**src/rtl/spi_regbank_if.sv**
```systemverilog
// SPI-slave-facing register bus: address, write strobe/data, fast commands, read data and status byte.
interface spi_regbank_if #(
  parameter int ADDR_W = 3,
  parameter int REG_W  = 8
);
  logic [ADDR_W-1:0] reg_addr;
  logic [REG_W-1:0]  wr_data;
  logic              wr_vld;
  logic [REG_W-1:0]  rd_data;
  logic [7:0]        status;
  logic [5:0]        fastcmd;
  logic              fastcmd_vld;

  modport master (
    output reg_addr, wr_data, wr_vld, fastcmd, fastcmd_vld,
    input  rd_data, status
  );

  modport slave (
    input  reg_addr, wr_data, wr_vld, fastcmd, fastcmd_vld,
    output rd_data, status
  );
endinterface

```
**src/rtl/spi_regbank.sv**
```systemverilog
// Register bank behind the SPI slave: CFG registers, sticky W1C FLAGS with MASK/irq, fast-command soft reset/start.
// Optional feature: define SPI_REGBANK_EVT_SYNC_EN for a 2-flop synchroniser plus rising-edge detect on event_i.
module spi_regbank #(
  parameter int ADDR_W   = 3,
  parameter int REG_W    = 8,
  parameter int SRST_CYC = 4
) (
  input  logic                              clk,
  input  logic                              nrst,
  spi_regbank_if.slave                      bus,
  input  logic [7:0]                        event_i,
  output logic [(2**ADDR_W-2)*REG_W-1:0]    cfg_o,
  output logic                              irq_o,
  output logic                              start_o,
  output logic                              soft_rst_o
);
  localparam int NUM_REGS = 2**ADDR_W;
  localparam int NUM_CFG  = NUM_REGS - 2;
  localparam logic [ADDR_W-1:0] FLAGS_ADDR = ADDR_W'(NUM_REGS - 2);
  localparam logic [ADDR_W-1:0] MASK_ADDR  = ADDR_W'(NUM_REGS - 1);
  localparam logic [5:0] CMD_SRST  = 6'h01;
  localparam logic [5:0] CMD_CLRF  = 6'h02;
  localparam logic [5:0] CMD_START = 6'h03;

  typedef enum logic {ST_IDLE, ST_SRST} state_t;

  state_t           state_q;
  logic [3:0]       cnt_q;
  logic [REG_W-1:0] cfg_q [NUM_CFG];
  logic [7:0]       flags_q, mask_q, flags_clr, evt_set;
  logic [3:0]       wr_cnt_q;
  logic             badcmd_q;
  logic             in_srst, wr_en, cmd_en, srst_go;
  logic [REG_W-1:0] rd_mux;

  assign in_srst = (state_q == ST_SRST);
  assign wr_en   = bus.wr_vld && !in_srst;
  // A simultaneous write wins over a fast command.
  assign cmd_en  = bus.fastcmd_vld && !bus.wr_vld && !in_srst;
  assign srst_go = cmd_en && (bus.fastcmd == CMD_SRST);

`ifdef SPI_REGBANK_EVT_SYNC_EN
  logic [7:0] evt_s1, evt_s2, evt_d;
  always_ff @(posedge clk or negedge nrst) begin
    if (!nrst) begin
      evt_s1 <= '0;
      evt_s2 <= '0;
      evt_d  <= '0;
    end else begin
      evt_s1 <= event_i;
      evt_s2 <= evt_s1;
      evt_d  <= evt_s2;
    end
  end
  assign evt_set = evt_s2 & ~evt_d;
`else
  assign evt_set = event_i;
`endif

  // NOTE: state is written with <= only, so every flop samples pre-edge values regardless of block order.
  always_ff @(posedge clk or negedge nrst) begin
    if (!nrst) begin
      state_q    <= ST_IDLE;
      cnt_q      <= '0;
      start_o    <= 1'b0;
      soft_rst_o <= 1'b0;
    end else begin
      start_o <= 1'b0;
      case (state_q)
        ST_IDLE: begin
          if (srst_go) begin
            state_q    <= ST_SRST;
            cnt_q      <= 4'(SRST_CYC);
            soft_rst_o <= 1'b1;
          end else if (cmd_en && bus.fastcmd == CMD_START) begin
            start_o <= 1'b1;
          end
        end
        ST_SRST: begin
          cnt_q <= cnt_q - 4'd1;
          if (cnt_q == 4'd1) begin
            state_q    <= ST_IDLE;
            soft_rst_o <= 1'b0;
          end
        end
        default: state_q <= ST_IDLE;
      endcase
    end
  end

  // NOTE: every signal assigned in always_comb gets a default first so no latch is inferred.
  always_comb begin
    flags_clr = '0;
    if (wr_en && bus.reg_addr == FLAGS_ADDR) flags_clr = bus.wr_data[7:0];
    if (cmd_en && bus.fastcmd == CMD_CLRF)   flags_clr = 8'hFF;
  end

  always_ff @(posedge clk or negedge nrst) begin
    if (!nrst) begin
      // NOTE: the CFG array is reset because its contents drive cfg_o straight into the core.
      for (int i = 0; i < NUM_CFG; i++) cfg_q[i] <= '0;
      flags_q  <= '0;
      mask_q   <= '0;
      wr_cnt_q <= '0;
      badcmd_q <= 1'b0;
    end else if (in_srst || srst_go) begin
      // Clearing on entry as well keeps the bank at zero for the whole soft-reset pulse.
      for (int i = 0; i < NUM_CFG; i++) cfg_q[i] <= '0;
      flags_q  <= '0;
      mask_q   <= '0;
      wr_cnt_q <= '0;
    end else begin
      if (wr_en) begin
        wr_cnt_q <= wr_cnt_q + 4'd1;
        for (int i = 0; i < NUM_CFG; i++)
          if (bus.reg_addr == ADDR_W'(i)) cfg_q[i] <= bus.wr_data;
        if (bus.reg_addr == MASK_ADDR) mask_q <= bus.wr_data[7:0];
      end
      flags_q <= (flags_q & ~flags_clr) | evt_set;
      if (cmd_en) begin
        if (bus.fastcmd == CMD_CLRF)
          badcmd_q <= 1'b0;
        else if (bus.fastcmd != CMD_SRST && bus.fastcmd != CMD_START)
          badcmd_q <= 1'b1;
      end
    end
  end

  always_comb begin
    rd_mux = '0;
    if (bus.reg_addr == FLAGS_ADDR)
      rd_mux = REG_W'(flags_q);
    else if (bus.reg_addr == MASK_ADDR)
      rd_mux = REG_W'(mask_q);
    else
      for (int i = 0; i < NUM_CFG; i++)
        if (bus.reg_addr == ADDR_W'(i)) rd_mux = cfg_q[i];
  end

  for (genvar g = 0; g < NUM_CFG; g++) begin : g_cfg
    assign cfg_o[g*REG_W +: REG_W] = cfg_q[g];
  end

  assign irq_o       = |(flags_q & mask_q);
  assign bus.rd_data = rd_mux;
  assign bus.status  = {irq_o, in_srst, badcmd_q, 1'b0, wr_cnt_q};
endmodule

```
**src/flat_wrapper.sv**
```systemverilog
// flat-port wrapper written by rule: the top's interface ports become plain ports
module spi_regbank_flat 
#(
  parameter int ADDR_W   = 3,
  parameter int REG_W    = 8,
  parameter int SRST_CYC = 4
)
  (clk, nrst, event_i, cfg_o, irq_o, start_o, soft_rst_o, bus_reg_addr, bus_wr_data, bus_wr_vld, bus_fastcmd, bus_fastcmd_vld, bus_rd_data, bus_status);
  spi_regbank_if #(.ADDR_W(ADDR_W), .REG_W(REG_W)) bus_i ();
  input  logic clk;
  input  logic nrst;
  input  logic [7:0] event_i;
  output logic [(2**ADDR_W-2)*REG_W-1:0] cfg_o;
  output logic irq_o;
  output logic start_o;
  output logic soft_rst_o;
  input wire logic [$bits(bus_i.reg_addr)-1:0] bus_reg_addr;
  input wire logic [$bits(bus_i.wr_data)-1:0] bus_wr_data;
  input wire logic [$bits(bus_i.wr_vld)-1:0] bus_wr_vld;
  input wire logic [$bits(bus_i.fastcmd)-1:0] bus_fastcmd;
  input wire logic [$bits(bus_i.fastcmd_vld)-1:0] bus_fastcmd_vld;
  output wire logic [$bits(bus_i.rd_data)-1:0] bus_rd_data;
  output wire logic [$bits(bus_i.status)-1:0] bus_status;
  assign bus_i.reg_addr = bus_reg_addr;
  assign bus_i.wr_data = bus_wr_data;
  assign bus_i.wr_vld = bus_wr_vld;
  assign bus_i.fastcmd = bus_fastcmd;
  assign bus_i.fastcmd_vld = bus_fastcmd_vld;
  assign bus_rd_data = bus_i.rd_data;
  assign bus_status = bus_i.status;
  spi_regbank #(.ADDR_W(ADDR_W), .REG_W(REG_W), .SRST_CYC(SRST_CYC)) u_core (.clk(clk), .nrst(nrst), .bus(bus_i), .event_i(event_i), .cfg_o(cfg_o), .irq_o(irq_o), .start_o(start_o), .soft_rst_o(soft_rst_o));
endmodule
```
**config.mk**
```make
export PLATFORM = sky130hd
export DESIGN_NAME = spi_regbank_flat
export DESIGN_NICKNAME = d
export VERILOG_FILES = /design/src/rtl/spi_regbank_if.sv /design/src/rtl/spi_regbank.sv /design/src/flat_wrapper.sv
export SDC_FILE = /design/constraint.sdc
export NUM_CORES = 1
export LEC_CHECK = 0
export BUFFER_PORTS_ARGS = -buffer_cell sky130_fd_sc_hd__buf_2
export CORE_ASPECT_RATIO = 1.25
export CORE_MARGIN = 10
export CORE_UTILIZATION = 45
export DETAILED_ROUTE_END_ITERATION = 16
export GPL_ROUTABILITY_DRIVEN = 0
export PLACE_DENSITY = 0.73
export SLEW_MARGIN = 25
export SYNTH_ARGS = -nofsm -noshare
export SYNTH_HDL_FRONTEND = slang
export SYNTH_SLANG_ARGS = --single-unit
```
**constraint.sdc**
```tcl
create_clock -name clk -period 1.6 [get_ports clk]
set_input_delay 0.24 -clock clk [delete_from_list [all_inputs] [get_ports clk]]
set_output_delay 0.24 -clock clk [all_outputs]
set_load 0.05 [all_outputs]
```
==> impl_metrics.tcl, run 1 <==
set metrics [dict create \
    io_pins 96 \
    rsz0062_at_grt "true" \
    hold_class "input port to flop" \
    io_buffers 94 \
    setup_tns_ps -2161 \
    crit_fanout 3 \
    setup_slack_ps -284.1 \
    dp_slack_ps -271.5 \
    syn_area_um2 4099 \
    hold_depth 2 \
    synth_largest_area_cell "dfrtp_1" \
    firstDrtPassIters 6 \
    setup.worst_path.start_class "flop" \
    ys.flop_type "dfrtp_1" \
    r2r_end "u_core.flags_q[0]" \
    row_count 38 \
    ys_top_cells_by_area "dfrtp_1 46%, nand2_1 9.2%, mux2i_1 8.3%" \
    r2r_slack_ps 140 \
    syn-instance-count 454 \
    insertion_delay_ps 360 \
    arrival_ps 1640 \
    status "complete, but fails checks" \
    ys_seq_area_share_pct 46.40 \
    synth_edf_count 0 \
    postRouteAntennaNets 0 \
    syn_avg_cell_area_um2 9.028 \
    wire_per_inst_um 19.28 \
    totalWireLength_mm 13.35 \
    ctsHtreeMaxLevel 3 \
    synth_top_area_share_pct 46.40 \
    grt_pass1_wl_mm 20.96 \
    die_h_um 126.7 \
    cts_tree "yes" \
    clk_pin_slew_worst_paths_ps 80 \
    dieArea_um2 13350 \
    violations "negative setup slack" \
    cts_made_buffers 9 \
    leakagePower_nw 2.441 \
    critPathCaptureType "output pin" \
    grt.overflow.total 0 \
    cts_root_buffer "clkbuf_8" \
    hold_viol 0 \
    dr.first_iter.drc_count 243 \
    area_growth_pct 30.89 \
    detailed_place_hpwl_mm 9.705 \
    grt_max_degree 40 \
    period_share_pct 117.8 \
    maxCapViolCount 0 \
    min_to "u_core.flags_q[4]" \
    slew_headroom_pct 64.61 \
    nets 599 \
    die_w_um 105.4 \
    async_flop_share_pct 100.0 \
    worstHoldStart "event_i[4]" \
    fin_skew_ps 11.29 \
    cellPowerDensity_nw_per_um2 1846 \
    synth.yosys.warnings 0 \
    slew_violations 0 \
    max_slew.worst_pin.slew_ps 528.8 \
    fin_crit_ps 1884 \
    reg2reg_depth 4 \
    setup_viol 10 \
    first_global_vias 4002 \
    antenna_found_initial 1 \
    vias_per_cell 5.671 \
    worstPathRequired_ps 1360 \
    num_antenna_cells 0 \
    final_util_pct 61.00 \
    fp.coreArea_um2 8796 \
    vias 3924 \
    r2r_start "u_core.in_srst" \
    cts.sinks 76 \
    synth_nets 486 \
    drive_gt1_share_pct 37.94 \
    initial_core_util_pct 46.60 \
    fmax_mhz 530.8 \
    ys_ff_latch 76 \
    grtUsageTotal_pct 19.65 \
    route.detailed.drc 0 \
    synth_commonest_cells "101 x nand2_1, 76 x dfrtp_1, 49 x nor2_1, 42 x a21oi_1, 34 x mux2i_1" \
    clockBufferDepth 2 \
    criticalPathCategory "flop to output pin" \
    yosysMostFrequentCell "nand2_1" \
    synth_cell_type_count 45 \
    ir_worst_vdd_v 0.001125 \
]
## how the worst max path moves through the flow
stage	startpoint	end	cells past startpoint
finish	u_core.mask_q[6]	bus_rd_data[6]	5
global route	u_core.cfg_o[47]	bus_rd_data[7]	5
CTS	u_core.cfg_o[46]	bus_rd_data[6]	5
detailed placement	bus_reg_addr[1]	bus_rd_data[3]	6
global placement	bus_reg_addr[1]	bus_rd_data[3]	6
floorplan	u_core.flags_q[5]	bus_status[7]	3
## metal layers
layer | wire (um) | vias to the layer above | GRT usage [%]
li1 | - | 1773 | -
met1 | 4962 | 1941 | 21.90
met2 | 6831 | 178 | 33.26
met3 | 1126 | 30 | 6.788
met4 | 417 | 2 | 8.495
met5 | 7 | - | 0
## power breakdown
part	switching (mW)	total, mW	leakage [nW]	internal [mW]
combinational	3.61	5.22	1.43	1.61
clock	0.754	1.31	0.0848	0.554
sequential	0.712	3.37	0.922	2.66
## through the flow
step	total power, mW	cell area, um^2	hold WS [ps]	instances
final	9.903	5365	96.32	692
after global routing	10.41	5365	88.19	692
after CTS	9.837	5304	82.58	690
after detailed placement	8.190	4915	146.6	663
after global placement	8.071	4915	144.3	663
after floorplan	6.795	4154	-55.59	454
## final cells by class
| cell class | count | area, um^2 |
|---|---|---|
| fill | 749 | 3431 |
| multi-input combinational | 336 | 2112 |
| sequential | 76 | 1919 |
| timing repair buffer | 141 | 1005 |
| tap | 120 | 150.1 |
| clock buffer | 9 | 123.9 |
| clock inverter | 7 | 43.79 |
| inverter | 3 | 11.26 |
## state kept, by name, summed over array words and instances, names as in the netlist
| signal | count |
|---|---|
| u_core.cnt_q | 4 |
| u_core.flags_q | 8 |
| u_core.wr_cnt_q | 4 |
| u_core.soft_rst_o | 1 |
| u_core.start_o | 1 |
| u_core.cfg_o | 48 |
| u_core.badcmd_q | 1 |
| u_core.in_srst | 1 |
| u_core.mask_q | 8 |
## timing repair
action / CTS / global route
buffers inserted: 10 / 2
gates resized for setup: 38 / 15
pin swaps: 2 / 5
hold buffers: 1 / 0
endpoints found under the hold margin: 19 / 0
endpoints found under the setup margin: 10 / 10
gates cloned: 0 / 0
## critical path, cell delays in order (launching register included)
cell,delay [ps]
dfrtp_1,410
mux2_4,170
a22oi_2,70
o311ai_1,270
o31a_2,220
buf_8,150
## logic make-up (layout without fill, tap and decap cells)
group	count (synthesis)	in the layout	synth area share (%)
buffers and inverters	42	160	5.342
and+or+nand+nor	187	187	20.73
xor gates and xnor gates	4	4	0.8549
DFF	76	76	46.40
other	1	1	0.09149
adders and majority gates	3	3	0.9158
AOI/OAI and AO/OA	99	99	15.17
muxes	42	42	10.50
## cell usage in the layout, fill, tap and decap left out, drive strengths merged, types with 2 or more instances in the layout
cell      Yosys  final
buf          24    140
nand2       102    102
dfrtp        76     76
nor2         51     51
a21oi        42     42
mux2i        34     34
o21ai        17     17
a22oi        12     12
nor3         11     11
clkbuf       15      9
o31a          8      8
o21a          8      8
mux2          8      8
o311ai        8      8
clkinv        0      5
nand2b        4      4
inv           3      3
nand4         3      3
xor2          3      3
ha            3      3
nor2b         3      3
nor3b         3      3
nand4bb       2      2
or2           2      2
nand3b        2      2
clkinvlp      0      2
nand3         2      2
Note: power is estimated with default switching activity, not from simulation.
==> run 2: changes to the inputs <==
Settings changed: CORE_ASPECT_RATIO 1.25 to default, GPL_TIMING_DRIVEN from default to 1.
==> run 2 against run 1 <==
The flow still finishes with violations (negative setup slack). Power rose by 0.25%. Clock skew fell by 4.8 ps. Die area fell by 0.18%. Highest routed layer is now met4.
==> impl_metrics.tcl, run 2 (synthesized netlist as in run 1, its figures left out) <==
set metrics [dict create \
    status "complete, but fails checks" \
    violations "negative setup slack" \
    hold_viol 0 \
    swShare_pct 49.92 \
    firstDrtPassIters 5 \
    dp_slack_ps -340.0 \
    maxCapViolCount 0 \
    rsz0062_at_grt "true" \
    nets 598 \
    fillers 768 \
    clockBufferDepth 2 \
    setup_tns_ps -2446 \
    seq_area_um2 1919 \
    fp.coreArea_um2 8806 \
    clk_pin_slew_worst_paths_ps 70 \
    worstPathRequired_ps 1360 \
    fin_crit_ps 1908 \
    fin_skew_ps 6.538 \
    layout_commonest_cell "nand2_1" \
    critPathCaptureType "output pin" \
    final_util_pct 60.49 \
    antenna_found_initial 0 \
    fmax_mhz 524.1 \
    hold_class "input port to flop" \
    criticalPathCategory "flop to output pin" \
    hold_depth 2 \
    seqPwrFrac_pct 33.9 \
    largest_reg_flops 48 \
    ir_worst_vdd_v 0.001159 \
    grtUsageTotal_pct 19.66 \
    pwr-share-comb_pct 51.5 \
    postRouteAntennaNets 0 \
    die_h_um 115.4 \
    path_cells "mux2_4 -> a22oi_2 -> o311ai_2 -> o31a_2 -> buf_8" \
    setup_viol 10 \
    area_growth_pct 29.95 \
    route.detailed.drc 0 \
    period_share_pct 119.2 \
    cts.sinks 76 \
    grt_max_degree 37 \
    p_switching_mw 4.956 \
    reg2reg_depth 4 \
    final_cell_mix "101 x nand2_1, 83 x buf_2, 62 x dfrtp_1" \
    wire_per_inst_um 18.77 \
    slowest_stage "dfrtp_2" \
    cts_tree "yes" \
    slowest_delay_ps 440 \
    multi_input_area_um2 2087 \
    drive_gt1_share_pct 36.32 \
    die_w_um 115.4 \
    crit_family "flip-flops" \
    dieArea_um2 13330 \
    totalWireLength_mm 12.72 \
    place_area_um2 4907 \
    setup_slack_ps -307.9 \
    path_depth 5 \
    row_count 34 \
    design_area_um2 5326 \
    initial_core_util_pct 46.55 \
    io_buffers 94 \
    crit_fanout 4 \
    setup.worst_path.start_class "flop" \
    design_power_total_mw 9.928 \
    cts_made_buffers 9 \
    cellPowerDensity_nw_per_um2 1864 \
    ctsHtreeMaxLevel 3 \
    num_antenna_cells 0 \
    leakagePower_nw 2.442 \
    slew_headroom_pct 59.92 \
    arrival_ps 1670 \
    grt.overflow.total 0 \
    vias_per_cell 5.662 \
    vias 3839 \
    io_pins 96 \
    dr.first_iter.drc_count 318 \
    grt_pass1_wl_mm 20.80 \
    path_buf_inv 1 \
    detailed_place_hpwl_mm 9.361 \
    insertion_delay_ps 360 \
    cts_root_buffer "clkbuf_8" \
    clock_power_share_pct 14.6 \
    max_slew.worst_pin.slew_ps 600.0 \
    power.internal_mw 4.972 \
    slew_violations 0 \
    first_global_vias 3983 \
]
==> run 2: repair_timing <==
action	in CTS	in global routing
setup buffers	7	3
pin swaps	6	3
resized for setup	34	6
hold buffers	1	0
setup endpoints to repair	10	10
hold endpoints to repair	28	0
==> run 2: area by class of cell <==
cell class / count / share of cell area [%]
Sequential cell: 76 / 36.03
Tap cell: 108 / 2.537
Inverter: 3 / 0.2114
Multi-Input combinational cell: 336 / 39.18
Clock inverter: 2 / 0.6577
Timing Repair Buffer: 140 / 18.58
Clock buffer: 13 / 2.795
==> run 2: per-layer routing <==
layer  wire length [um]  part of all wire, %  GRT usage, %
met5                  0                    0             0
met2               6374                   50         32.53
met4                196                  1.5         6.250
met3               1005                  7.9         5.478
met1               5148                   40         24.34
==> run 2: stage by stage <==
| step | instances | hold WS (ps) |
|---|---|---|
| 6_report | 678 | 92.13 |
| 5_1_grt | 678 | 88.78 |
| 4_1_cts | 675 | 80.67 |
| 3_5_place_dp | 652 | 196.6 |
| 3_3_place_gp | 652 | 195.8 |
| 2_1_floorplan | 454 | -55.59 |
==> run 2: power groups by stage <==
stage	clock [mW]	combinational [mW]	sequential, mW
2_1_floorplan	0	1.67	5.13
3_3_place_gp	0	4.69	3.34
3_5_place_dp	0	4.77	3.37
4_1_cts	1.48	5.08	3.33
5_1_grt	1.56	5.46	3.46
6_report	1.45	5.11	3.36
==> run 2: worst paths after layout <==
kind                             startpoint                end  slack (ps)
setup / recovery           u_core.cfg_o[45]     bus_rd_data[5]        -310
hold / removal                   event_i[5]  u_core.flags_q[5]          90
setup reg to reg             u_core.in_srst  u_core.flags_q[0]         130
hold reg to reg             u_core.badcmd_q    u_core.badcmd_q         520
max in group asynchronous              nrst   u_core.cfg_o[36]         700
min in group asynchronous              nrst   u_core.cfg_o[39]         350
